`src/rtl/dma_xfer_scheduler.sv`:
```
// Splits one copy transaction into 4 KB-safe transfer commands, meters in-flight
// transfers against a credit limit and pulses o_trans_done once everything has retired.
//
// state   | meaning
// S_IDLE  | waiting for a transaction, o_trans_ready high
// S_ISSUE | emitting transfer commands while credit allows
// S_DRAIN | all bytes issued, waiting for the last completion
module dma_xfer_scheduler #(
   parameter int unsigned MAX_XFER        = 2048,
   parameter int unsigned MAX_OUTSTANDING = 4
) (
   input  logic        i_clk,
   input  logic        i_rst,
   input  logic        i_trans_valid,
   output logic        o_trans_ready,
   input  logic [31:0] i_trans_src_addr,
   input  logic [31:0] i_trans_dst_addr,
   input  logic [31:0] i_trans_num_bytes,
   output logic        o_xfer_valid,
   input  logic        i_xfer_ready,
   output logic [75:0] o_xfer_cmd,
   input  logic        i_xfer_done,
   output logic        o_trans_done,
   output logic        o_busy,
   output logic        o_err
);

   localparam logic [12:0] LP_MAX_XFER = 13'(MAX_XFER);
   localparam logic [3:0]  LP_MAX_OUT  = 4'(MAX_OUTSTANDING);
   localparam logic [12:0] LP_PAGE     = 13'h1000;

   typedef enum logic [1:0] {S_IDLE, S_ISSUE, S_DRAIN} state_t;

   state_t      r_state;
   logic [31:0] r_src;
   logic [31:0] r_dst;
   logic [31:0] r_remaining;
   logic [3:0]  r_outstanding;
   logic        r_trans_ready;
   logic        r_trans_done;
   logic        r_busy;
   logic        r_err;

   logic [12:0] w_rem_cap;
   logic [12:0] w_src_room;
   logic [12:0] w_dst_room;
   logic [12:0] w_min_a;
   logic [12:0] w_min_b;
   logic [12:0] w_chunk;
   logic [31:0] w_rem_next;
   logic        w_issue;
   logic        w_accept;
   logic        w_has_out;
   logic        w_retire;
   logic        w_last_retire;

   // Chunk is the minimum of four limits in 13 bits; never exceeds 2048, so bit 12 is always 0
   assign w_rem_cap  = (|r_remaining[31:12]) ? LP_PAGE : {1'b0, r_remaining[11:0]};
   assign w_src_room = LP_PAGE - {1'b0, r_src[11:0]};
   assign w_dst_room = LP_PAGE - {1'b0, r_dst[11:0]};
   assign w_min_a    = (w_rem_cap < LP_MAX_XFER) ? w_rem_cap : LP_MAX_XFER;
   assign w_min_b    = (w_src_room < w_dst_room) ? w_src_room : w_dst_room;
   assign w_chunk    = (w_min_a < w_min_b) ? w_min_a : w_min_b;
   assign w_rem_next = r_remaining - 32'(w_chunk);

   assign w_accept      = i_trans_valid & r_trans_ready;
   assign w_has_out     = (r_outstanding != 4'd0);
   assign w_retire      = i_xfer_done & w_has_out;
   assign w_last_retire = i_xfer_done & (r_outstanding == 4'd1);

   assign o_xfer_valid  = (r_state == S_ISSUE) && (r_outstanding < LP_MAX_OUT);
   assign w_issue       = o_xfer_valid & i_xfer_ready;
   assign o_xfer_cmd    = {w_chunk[11:0], r_src, r_dst};
   assign o_trans_ready = r_trans_ready;
   assign o_trans_done  = r_trans_done;
   assign o_busy        = r_busy;
   assign o_err         = r_err;

   always_ff @(posedge i_clk or posedge i_rst) begin
      if (i_rst) begin
         r_state       <= S_IDLE;
         r_src         <= '0;
         r_dst         <= '0;
         r_remaining   <= '0;
         r_outstanding <= '0;
         r_trans_ready <= 1'b0;
         r_trans_done  <= 1'b0;
         r_busy        <= 1'b0;
         r_err         <= 1'b0;
      end else begin
         r_outstanding <= r_outstanding + {3'b000, w_issue} - {3'b000, w_retire};
         if (i_xfer_done && !w_has_out) begin
            r_err <= 1'b1;
         end

         case (r_state)
            S_IDLE: begin
               if (w_accept) begin
                  r_src         <= i_trans_src_addr;
                  r_dst         <= i_trans_dst_addr;
                  r_remaining   <= i_trans_num_bytes;
                  r_busy        <= 1'b1;
                  r_trans_ready <= 1'b0;
                  // Empty transaction retires immediately: done pulses in the next cycle
                  if (i_trans_num_bytes == 32'd0) begin
                     r_trans_done <= 1'b1;
                     r_state      <= S_DRAIN;
                  end else begin
                     r_state <= S_ISSUE;
                  end
               end else begin
                  r_trans_ready <= 1'b1;
               end
            end

            S_ISSUE: begin
               if (w_issue) begin
                  r_src       <= r_src + 32'(w_chunk);
                  r_dst       <= r_dst + 32'(w_chunk);
                  r_remaining <= w_rem_next;
                  if (w_rem_next == 32'd0) begin
                     r_state <= S_DRAIN;
                  end
               end
            end

            S_DRAIN: begin
               if (r_trans_done) begin
                  r_trans_done  <= 1'b0;
                  r_busy        <= 1'b0;
                  r_trans_ready <= 1'b1;
                  r_state       <= S_IDLE;
               end else if (!w_has_out || w_last_retire) begin
                  r_trans_done <= 1'b1;
               end
            end

            default: begin
               r_state <= S_IDLE;
            end
         endcase
      end
   end

endmodule

```
`config.mk`:
```
export PLATFORM = sky130hd
export DESIGN_NAME = dma_xfer_scheduler
export DESIGN_NICKNAME = d
export VERILOG_FILES = /design/src/rtl/dma_xfer_scheduler.sv
export SDC_FILE = /design/constraint.sdc
export NUM_CORES = 1
export LEC_CHECK = 0
export BUFFER_PORTS_ARGS = -buffer_cell sky130_fd_sc_hd__buf_4
export CAP_MARGIN = 20
export CELL_PAD_IN_SITES_DETAIL_PLACEMENT = 0
export CELL_PAD_IN_SITES_GLOBAL_PLACEMENT = 1
export CORE_UTILIZATION = 38
export CTS_BUF_LIST = sky130_fd_sc_hd__clkbuf_4 sky130_fd_sc_hd__clkbuf_8 sky130_fd_sc_hd__clkbuf_16
export CTS_CLUSTER_SIZE = 20
export DETAILED_ROUTE_END_ITERATION = 8
export PLACE_DENSITY = 0.76
export SETUP_SLACK_MARGIN = 0.1
export SLEW_MARGIN = 20
export SYNTH_ARGS = -nofsm -noshare
export SYNTH_HDL_FRONTEND = slang
export SYNTH_SLANG_ARGS = --single-unit
```
`constraint.sdc`:
```
create_clock -name i_clk -period 9.55 [get_ports i_clk]
set_input_delay 0.955 -clock i_clk [delete_from_list [all_inputs] [get_ports i_clk]]
set_output_delay 0.955 -clock i_clk [all_outputs]
set_load 0.1 [all_outputs]
```
; ---- After elaboration in Yosys (flattened, before gate mapping)
; Index checks and enable logic that the tools add are counted.
[totals]
ff_bits = 106
wordCells = 78
[classes]
add_sub_neg = 7
magnitude_cmp = 4
n_eq_ne = 8
n_mux = 30
n_bitwise = 4
reduce_logical = 16
[op_table]
columns = cell, count
row1 = 2-to-1 mux 32 bit, 6
row2 = one-hot mux 32 bit (2 select lines), 3
row3 = adder 32 x 13 -> 32 bit, 2
row4 = logical NOT 32 bit, 2
row5 = 2-to-1 mux 13 bit, 4
row6 = subtractor 32 x 13 -> 32 bit, 1
row7 = < comparator 13 bit, 2
row8 = subtractor 13 x 12 -> 13 bit (first input constant), 2
row9 = OR reduction 20 bit, 1
row10 = < comparator 13 x 12 -> 1 bit (second input constant), 1
row11 = 2-to-1 mux 2 bit, 5
row12 = AND reduction 3 bit, 3
row13 = 2-to-1 mux 1 bit, 8
row14 = inequality test 2 bit (second input constant), 4
row15 = one-hot mux 1 bit (2 select lines), 3
row16 = one-hot mux 2 bit (3 select lines), 1
row17 = adder 4 x 1 -> 4 bit, 1
row18 = AND 1 bit, 4
row19 = equality test 4 x 1 -> 1 bit (second input constant), 1
row20 = < comparator 4 x 3 -> 1 bit (second input constant), 1
row21 = AND reduction 4 bit, 1
row22 = nonzero test 2 bit, 2
row23 = nonzero test 4 bit, 1
row24 = subtractor 4 x 1 -> 4 bit, 1
row25 = 8 further kinds, 9

; ---- Longest topological paths before layout
; Gate-level depths: netlist of the first run.
[depth]
ltp_word = 11
ltp_mapped = 47
mapped_depth_nobuf = 43

; ---- Worst setup path before layout of the first run
; OpenSTA, ideal clock, no wires.
[synth_timing]
path_kind = register to register
start = register r_dst[0]
end = register r_src[25]
arrival_time_ps = 11764
required_ps = 9427
setup_slack_ps = -2336
stages_incl_launch_ff = 39
period_less_slack_ps = 11886
path_cell_list = dfrtp_1 -> inv_1 -> ha_1 -> or4b_1 -> or2_0 -> nor2_1 -> xnor2_1 -> inv_1 -> ha_1 -> a31o_2 -> o21a_1 -> o21ai_2 -> buf_4 -> clkbuf_1 -> a21oi_1 -> ha_1 -> a21oi_1 -> o21ai_0 -> [3 not listed] -> a211o_1 -> nand2_1 -> clkbuf_1 -> a21boi_0 -> ha_1 -> a21oi_1 -> o21bai_1 -> a21oi_1 -> o21bai_1 -> o311ai_0 -> a41oi_1 -> a41o_1 -> maj3_2 -> maj3_2 -> maj3_2 -> o2111a_1 -> a211o_1 -> o221a_2
[synth_via]
elab_chain_len = 8
[synth_lines]
columns = item, line
row1 = start: declaration, 36  ; logic [31:0] r_dst;
row2 = start signal: assignment, 100  ; r_dst <= i_trans_dst_addr;
row3 = start signal: assignment, 119  ; r_dst <= r_dst + 32'(w_chunk);
row4 = subtractor 13 x 12 -> 13 bit *, 60  ; assign w_dst_room = LP_PAGE - {1'b0, r_dst[11:0]};
row5 = < comparator 13 bit, 62  ; assign w_min_b = (w_src_room < w_dst_room) ? w_src_room : w_dst_room;
row6 = 2-to-1 mux 13 bit *, 62
row7 = < comparator 13 bit, 63  ; assign w_chunk = (w_min_a < w_min_b) ? w_min_a : w_min_b;
row8 = 2-to-1 mux 13 bit *, 63
row9 = net o_xfer_cmd[66], 21  ; output logic [75:0] o_xfer_cmd,
row10 = adder 32 x 13 -> 32 bit *, 118  ; r_src <= r_src + 32'(w_chunk);
row11 = 2-to-1 mux 32 bit *, 117  ; if (w_issue) begin
row12 = one-hot mux 32 bit (2 select lines) *, 96  ; case (r_state)
row13 = end signal: assignment, 99  ; r_src <= i_trans_src_addr;
row14 = end signal: assignment, 118
row15 = end: declaration, 35  ; logic [31:0] r_src;
; The timed path passes the listed nets; every way through them passes the cells marked *. The select of a mux whose other input is x is not followed.
; A chain may end at the register's enable or synchronous reset.

; ---- Worst setup path after layout of the first run
[layout_timing]
start = register r_src[0]
end = register r_src[25]
[layout_via]
elab_chain_len = 8
[layout_lines]
columns = item, line
row1 = subtractor 13 x 12 -> 13 bit, 59  ; assign w_src_room = LP_PAGE - {1'b0, r_src[11:0]};
row2 = < comparator 13 bit, 62
row3 = 2-to-1 mux 13 bit, 62
row4 = < comparator 13 bit, 63
row5 = 2-to-1 mux 13 bit, 63
row6 = adder 32 x 13 -> 32 bit *, 118
row7 = 2-to-1 mux 32 bit *, 117
row8 = one-hot mux 32 bit (2 select lines) *, 96
; Every way passes the cells marked *; elsewhere a longest branch is shown, timed or not. The select of a mux whose other input is x is not followed.

==> reports/results.tsv, run 1 <==
metric	value	unit
start_util	39.2	%
setup_viol	0	
via_per_inst	5.90	
startpoint_type	flip-flop	
cp_common_cell	ha_1	
instances_no_fill	1806	
synth_top_area_share	26.7	%
rows	58	
ys_seq_area_share	26.7	%
port_buffers	181	
syn_nets	1443	
grt_pass1_wl	56900	um
n_antenna_cell	0	
reg2reg_depth	40	
crit_fanout	22	
cts_inserted_buffers	9	
slowest_delay	0.60	ns
grt.overflow.total	0	
fin_util	48.8	%
dpl_cell_area	12000	um^2
async_flop_share	100	%
grt_use_total	27.3	%
rsz0062_at_grt	false	
dp.cells	1787	
drt_iter0_markers	819	
fin_nets	1624	
clk_pin_slew	0.09	ns
drc	0	
ys_warn_count	0	
slowest_stage	or4b_1	
drv_slew	0	
tritoncts	built	
worstMarginPinSlew	1.10	ns
clock-sinks	106	
gp_congestion	0.936	
cp_data_arrival_time	9.21	ns
top_usage_layer	met2	
use_met1	37.1	%
clock_skew	0.0175	ns
wirelength	36300	um
yosys_register_bits	106	
syn_inst	1290	
final_cell_area	12400	um^2
worstPathRequired	9.81	ns
finalCritPeriodShare	93.7	%
synth_area	9950	um^2
period_minus_slack	8.95	ns
final.setup.tns	0	ns
dpl.hpwl	27500	um
met2_usage	43.5	%
synth_ff_type	dfrtp_1	
die-area	26800	um^2
ctsRootBufferMaster	clkbuf_16	
path_class	flip-flop to flip-flop	
grt_max_degree	92	
syn_area_per_cell	7.71	um^2
clk_latency	0.37	ns
slew_headroom	26.7	%
synth-edff-count	0	
synth_area_leader_cell	dfrtp_1	
grt_pass1_vias	10300	
drtPass1Iterations	5	
cts_max_path_buffers	2	
syn_to_final_growth	24.5	%
synth_area_leaders	dfrtp_1 27%, ha_1 6.0%, a21oi_1 5.9%, nor2_1 5.2%, nand2_1 4.6%	
vias	10700	
max-cap-violations	0	
clock.fmax	112	MHz
io_pins	182	
h-tree-depth	3	
setup.worst_path.end_class	flip-flop	
hold_class	flip-flop to flip-flop	
ant_nets	0	
hold_viol_final	0	
dieWidth	164	um
drive_above_1_share	23.2	%
status	finished clean	
min_path_cells	1	
core_area	25400	um^2
antenna_found_initial	0	
synth.distinct_cells	92	
grtUsageMet3	4.95	%
chipHeight	164	um
avgRoutedWirePerCell	20.1	um
placed cells by master (no fill, tap or decap), types with 25 or more instances in the layout:
cell and n:
a21oi_1 111, o21ai_0 75, o22ai_1 29, ha_1 48, dfrtp_1 98, inv_1 44
nor2_1 135, nand2_1 118, nor4_1 25, nor3_1 40, buf_4 243
area by class of cell:
class                      instances  area (um^2)
timing repair buffer             244         1840
inverter                          50          190
multi-input combinational       1060         6980
clock buffer                      10          233
clock inverter                     6         58.8
fill                            2563        13000
sequential                       106         2660
tap                              330          413
cells in the mapped netlist (22+ instances only):
cell,count
xnor2_1,22
nand2_1,121
nand3_1,24
and3_1,22
o22ai_1,29
nor2_1,138
ha_1,48
o21ai_0,76
inv_1,46
dfrtp_1,106
clkbuf_1,60
nor4_1,28
nor3_1,40
a21oi_1,118
registers in the layout, summed over array words and instances, names as in the netlist:
signal / cells
o_busy: 1
o_err: 1
o_trans_done: 1
o_trans_ready: 1
r_dst: 32
r_outstanding: 4
r_remaining: 32
r_src: 32
r_state: 2
worst paths after layout:
kind / slack (ns) / endpoint / startpoint
setup / recovery: 0.60 / r_src[25] / r_src[0]
hold / removal: 0.47 / o_err / o_err
setup reg to reg: 0.60 / r_src[25] / r_src[0]
hold reg to reg: 0.47 / o_err / o_err
max in group asynchronous: 7.55 / r_remaining[24] / i_rst
min in group asynchronous: 0.69 / r_outstanding[0] / i_rst
logic make-up after synthesis:
group           share of synthesized area [%]
xor+xnor                                 3.61
simple gates                             23.7
buf+inv                                  4.87
compound gates                           30.8
fa+ha+maj                                8.29
flops                                    26.7
other cells                            0.0377
mux                                      1.99
worst max-delay path, delay by kind of cell (launching register included):
kind            cells  cell delay, ns
compound gates     22            3.96
fa+ha+maj           7            2.19
simple gates        6            1.39
flops               1            0.48
buf+inv             3            0.40
mux                 1            0.21
xor+xnor            1            0.20
metrics by stage:
stage	setup slack, ns	hold slack (ns)
5_1_grt	0.0849	0.502
2_1_floorplan	0.106	0.470
6_report	0.598	0.473
3_3_place_gp	0.330	0.448
3_5_place_dp	0.379	0.453
4_1_cts	0.318	0.477
repair_timing:
item                       CTS  global route
resized for setup            0            22
setup endpoints to repair    0            38
buffers inserted             0             3
hold buffers                 0             0
layer usage:
layer  vias to the layer above  part of all wire, %
li1                       5194                    -
met2                       334                   45
met4                         0                  2.5
met5                         -                    0
met1                      5092                   46
met3                        37                  6.2
Power of run 1 is left out: the tool's default activity adds up to more than one toggle a clock period on the data nets, which glitch-free logic cannot reach.
==> inputs of run 2 (changes only) <==
- BUFFER_PORTS_ARGS: -buffer_cell sky130_fd_sc_hd__buf_4 -> not set
- CORE_UTILIZATION: 38 -> 40
- DONT_BUFFER_PORTS: not set -> 1
- PLACE_DENSITY: 0.76 -> 0.71
==> run 2 against run 1 <==
  * Worst setup slack worse by 0.091 ns
  * Sequential share of layout area rose by 2.4 points
  * Flip-flop and latch count is the same
  * Hold slack better by 0.053 ns
  * Clock-buffer cell count is the same
  * Wire length fell by 2.1%
  * Global-route usage rose by 0.63 points
  * Critical path depth fell by 3
  * Core utilization down 3.1 points
  * Final area fell by 10%
  * Clock skew down 0.00056 ns
  * Critical endpoint is now r_src[29]
==> reports/results.tsv, run 2 (same netlist as run 1, synthesis figures left out) <==
metric	value	unit	change
rows	57		-1.7%
port_buffers	0		-100%
rsz0062_at_grt	false		
fin_nets	1454		-10%
dpl.hpwl	27000	um	-2.0%
worstPathRequired	9.81	ns	about the same
io_pins	182		unchanged
hold_viol_final	0		unchanged
clock-sinks	106		unchanged
via_per_inst	6.18		+4.7%
drive_above_1_share	13.4	%	-9.8 points
grt.overflow.total	0		unchanged
final.setup.tns	0	ns	unchanged
path_class	flip-flop to flip-flop		
chipHeight	160	um	-2.5%
grt_pass1_wl	56700	um	-0.33%
grt_use_total	28.0	%	+0.63 points
final_common_cell	nor2_1		
grt_max_degree	92		unchanged
max-cap-violations	0		unchanged
core_area	24400	um^2	-4.0%
setup.worst_path.end_class	flip-flop		
slowest_delay	0.52	ns	-0.08 ns
reg_top3	r_dst (32), r_remaining (32), r_src (32)		
wirelength	35500	um	-2.1%
drtPass1Iterations	5		unchanged
cp_data_arrival_time	9.30	ns	+0.09 ns
clock.fmax	111	MHz	-1.0%
slowest_stage	or4b_4		
tritoncts	built		
drc	0		unchanged
r2r_slack	0.51	ns	-0.09 ns
avgRoutedWirePerCell	21.8	um	+8.4%
setup_viol	0		unchanged
final_cell_mix	134 x nor2_1, 118 x nand2_1, 111 x a21oi_1		
hold_ws	0.526	ns	+0.0531 ns
crit_fanout	8		-64%
clk_pin_slew	0.09	ns	about the same
ctsRootBufferMaster	clkbuf_16		
die-area	25500	um^2	-4.9%
start_util	40.8	%	+1.6 points
finalCritPeriodShare	94.7	%	+0.95 points
vias	10100		-5.5%
fin_util	45.7	%	-3.1 points
postCtsHoldBufs	0		unchanged
worstMarginPinSlew	1.06	ns	-0.0323 ns
dp.cells	1610		-9.9%
clock_skew	0.0169	ns	-0.000562 ns
ant_nets	0		unchanged
period_minus_slack	9.04	ns	+0.0906 ns
crit_buf_inv	2		-1
clk_latency	0.36	ns	about the same
grt_pass1_vias	9779		-4.6%
startpoint_type	flip-flop		
syn_to_final_growth	11.9	%	
antenna_found_initial	1		+1
status	finished clean		
cp_top_family	compound AO/OA/AOI/OAI gates		
cts_inserted_buffers	9		unchanged
dieWidth	160	um	-2.5%
hold_class	flip-flop to flip-flop		
drv_slew	0		unchanged
cp_common_cell	ha_1		
slew_headroom	29.0	%	+2.3 points
num-fill-cells	2536		-1.1%
gp_congestion	0.935		-0.16%
drt_iter0_markers	804		-1.8%
instances_no_fill	1631		-9.7%
h-tree-depth	3		unchanged
cts_max_path_buffers	2		unchanged
[run 2: cell count changes in the layout (fill, tap and decap cells not counted), sizes merged]
cell / delta
clkinv: +2
diode: +1
buf: -171
o21ai: +1
inv: -2
[run 2: worst paths after layout]
kind | start | endpoint | depth (start not counted)
setup / recovery | r_dst[0] | r_src[29] | 37
hold / removal | r_remaining[28] | r_remaining[28] | 1
setup reg to reg | r_dst[0] | r_src[29] | 37
hold reg to reg | r_remaining[28] | r_remaining[28] | 1
max in group asynchronous | i_rst | r_state[0] | 2
min in group asynchronous | i_rst | r_src[30] | 1
[run 2: area by class of cell]
class                      count  area, um^2  share of cell area (%)
timing repair buffer          73         548                    4.92
sequential                   106        2670                    23.9
clock inverter                 6        61.3                   0.551
inverter                      50         190                    1.71
antenna                        1        2.50                  0.0225
tap                          324         405                    3.64
multi-input combinational   1061        7020                    63.1
clock buffer                  10         239                    2.15
[run 2: worst reg2reg max path: cells and delay by family (launching register included)]
family / cells / cell delay [ns]
compound gates: 21 / 4.46
fa+ha+maj: 7 / 2.14
buf+inv: 2 / 0.18
flops: 1 / 0.43
mux: 1 / 0.23
simple gates: 6 / 1.48
[run 2: what timing repair did]
item	4_1_cts	5_1_grt
pin swaps	0	5
setup endpoints to repair	2	35
resized for setup	1	21
gates cloned	0	1
setup buffers	0	3
[run 2: per-stage QoR]
stage	setup slack, ns	area [um^2]
3_5_place_dp	0.123	10700
5_1_grt	0.102	11100
4_1_cts	0.120	11000
6_report	0.508	11100
3_3_place_gp	0.229	10700
2_1_floorplan	0.106	10000
[run 2: per-layer routing]
| metal | vias up | track usage (%) | part of all wire [%] |
|---|---|---|---|
| li1 | 4860 | - | - |
| met1 | 4865 | 38.1 | 45 |
| met2 | 313 | 44.6 | 46 |
| met3 | 36 | 6.29 | 7.1 |
| met4 | 0 | 6.95 | 2.1 |
| met5 | - | 0 | 0 |
Power of run 2 is left out for the same reason.
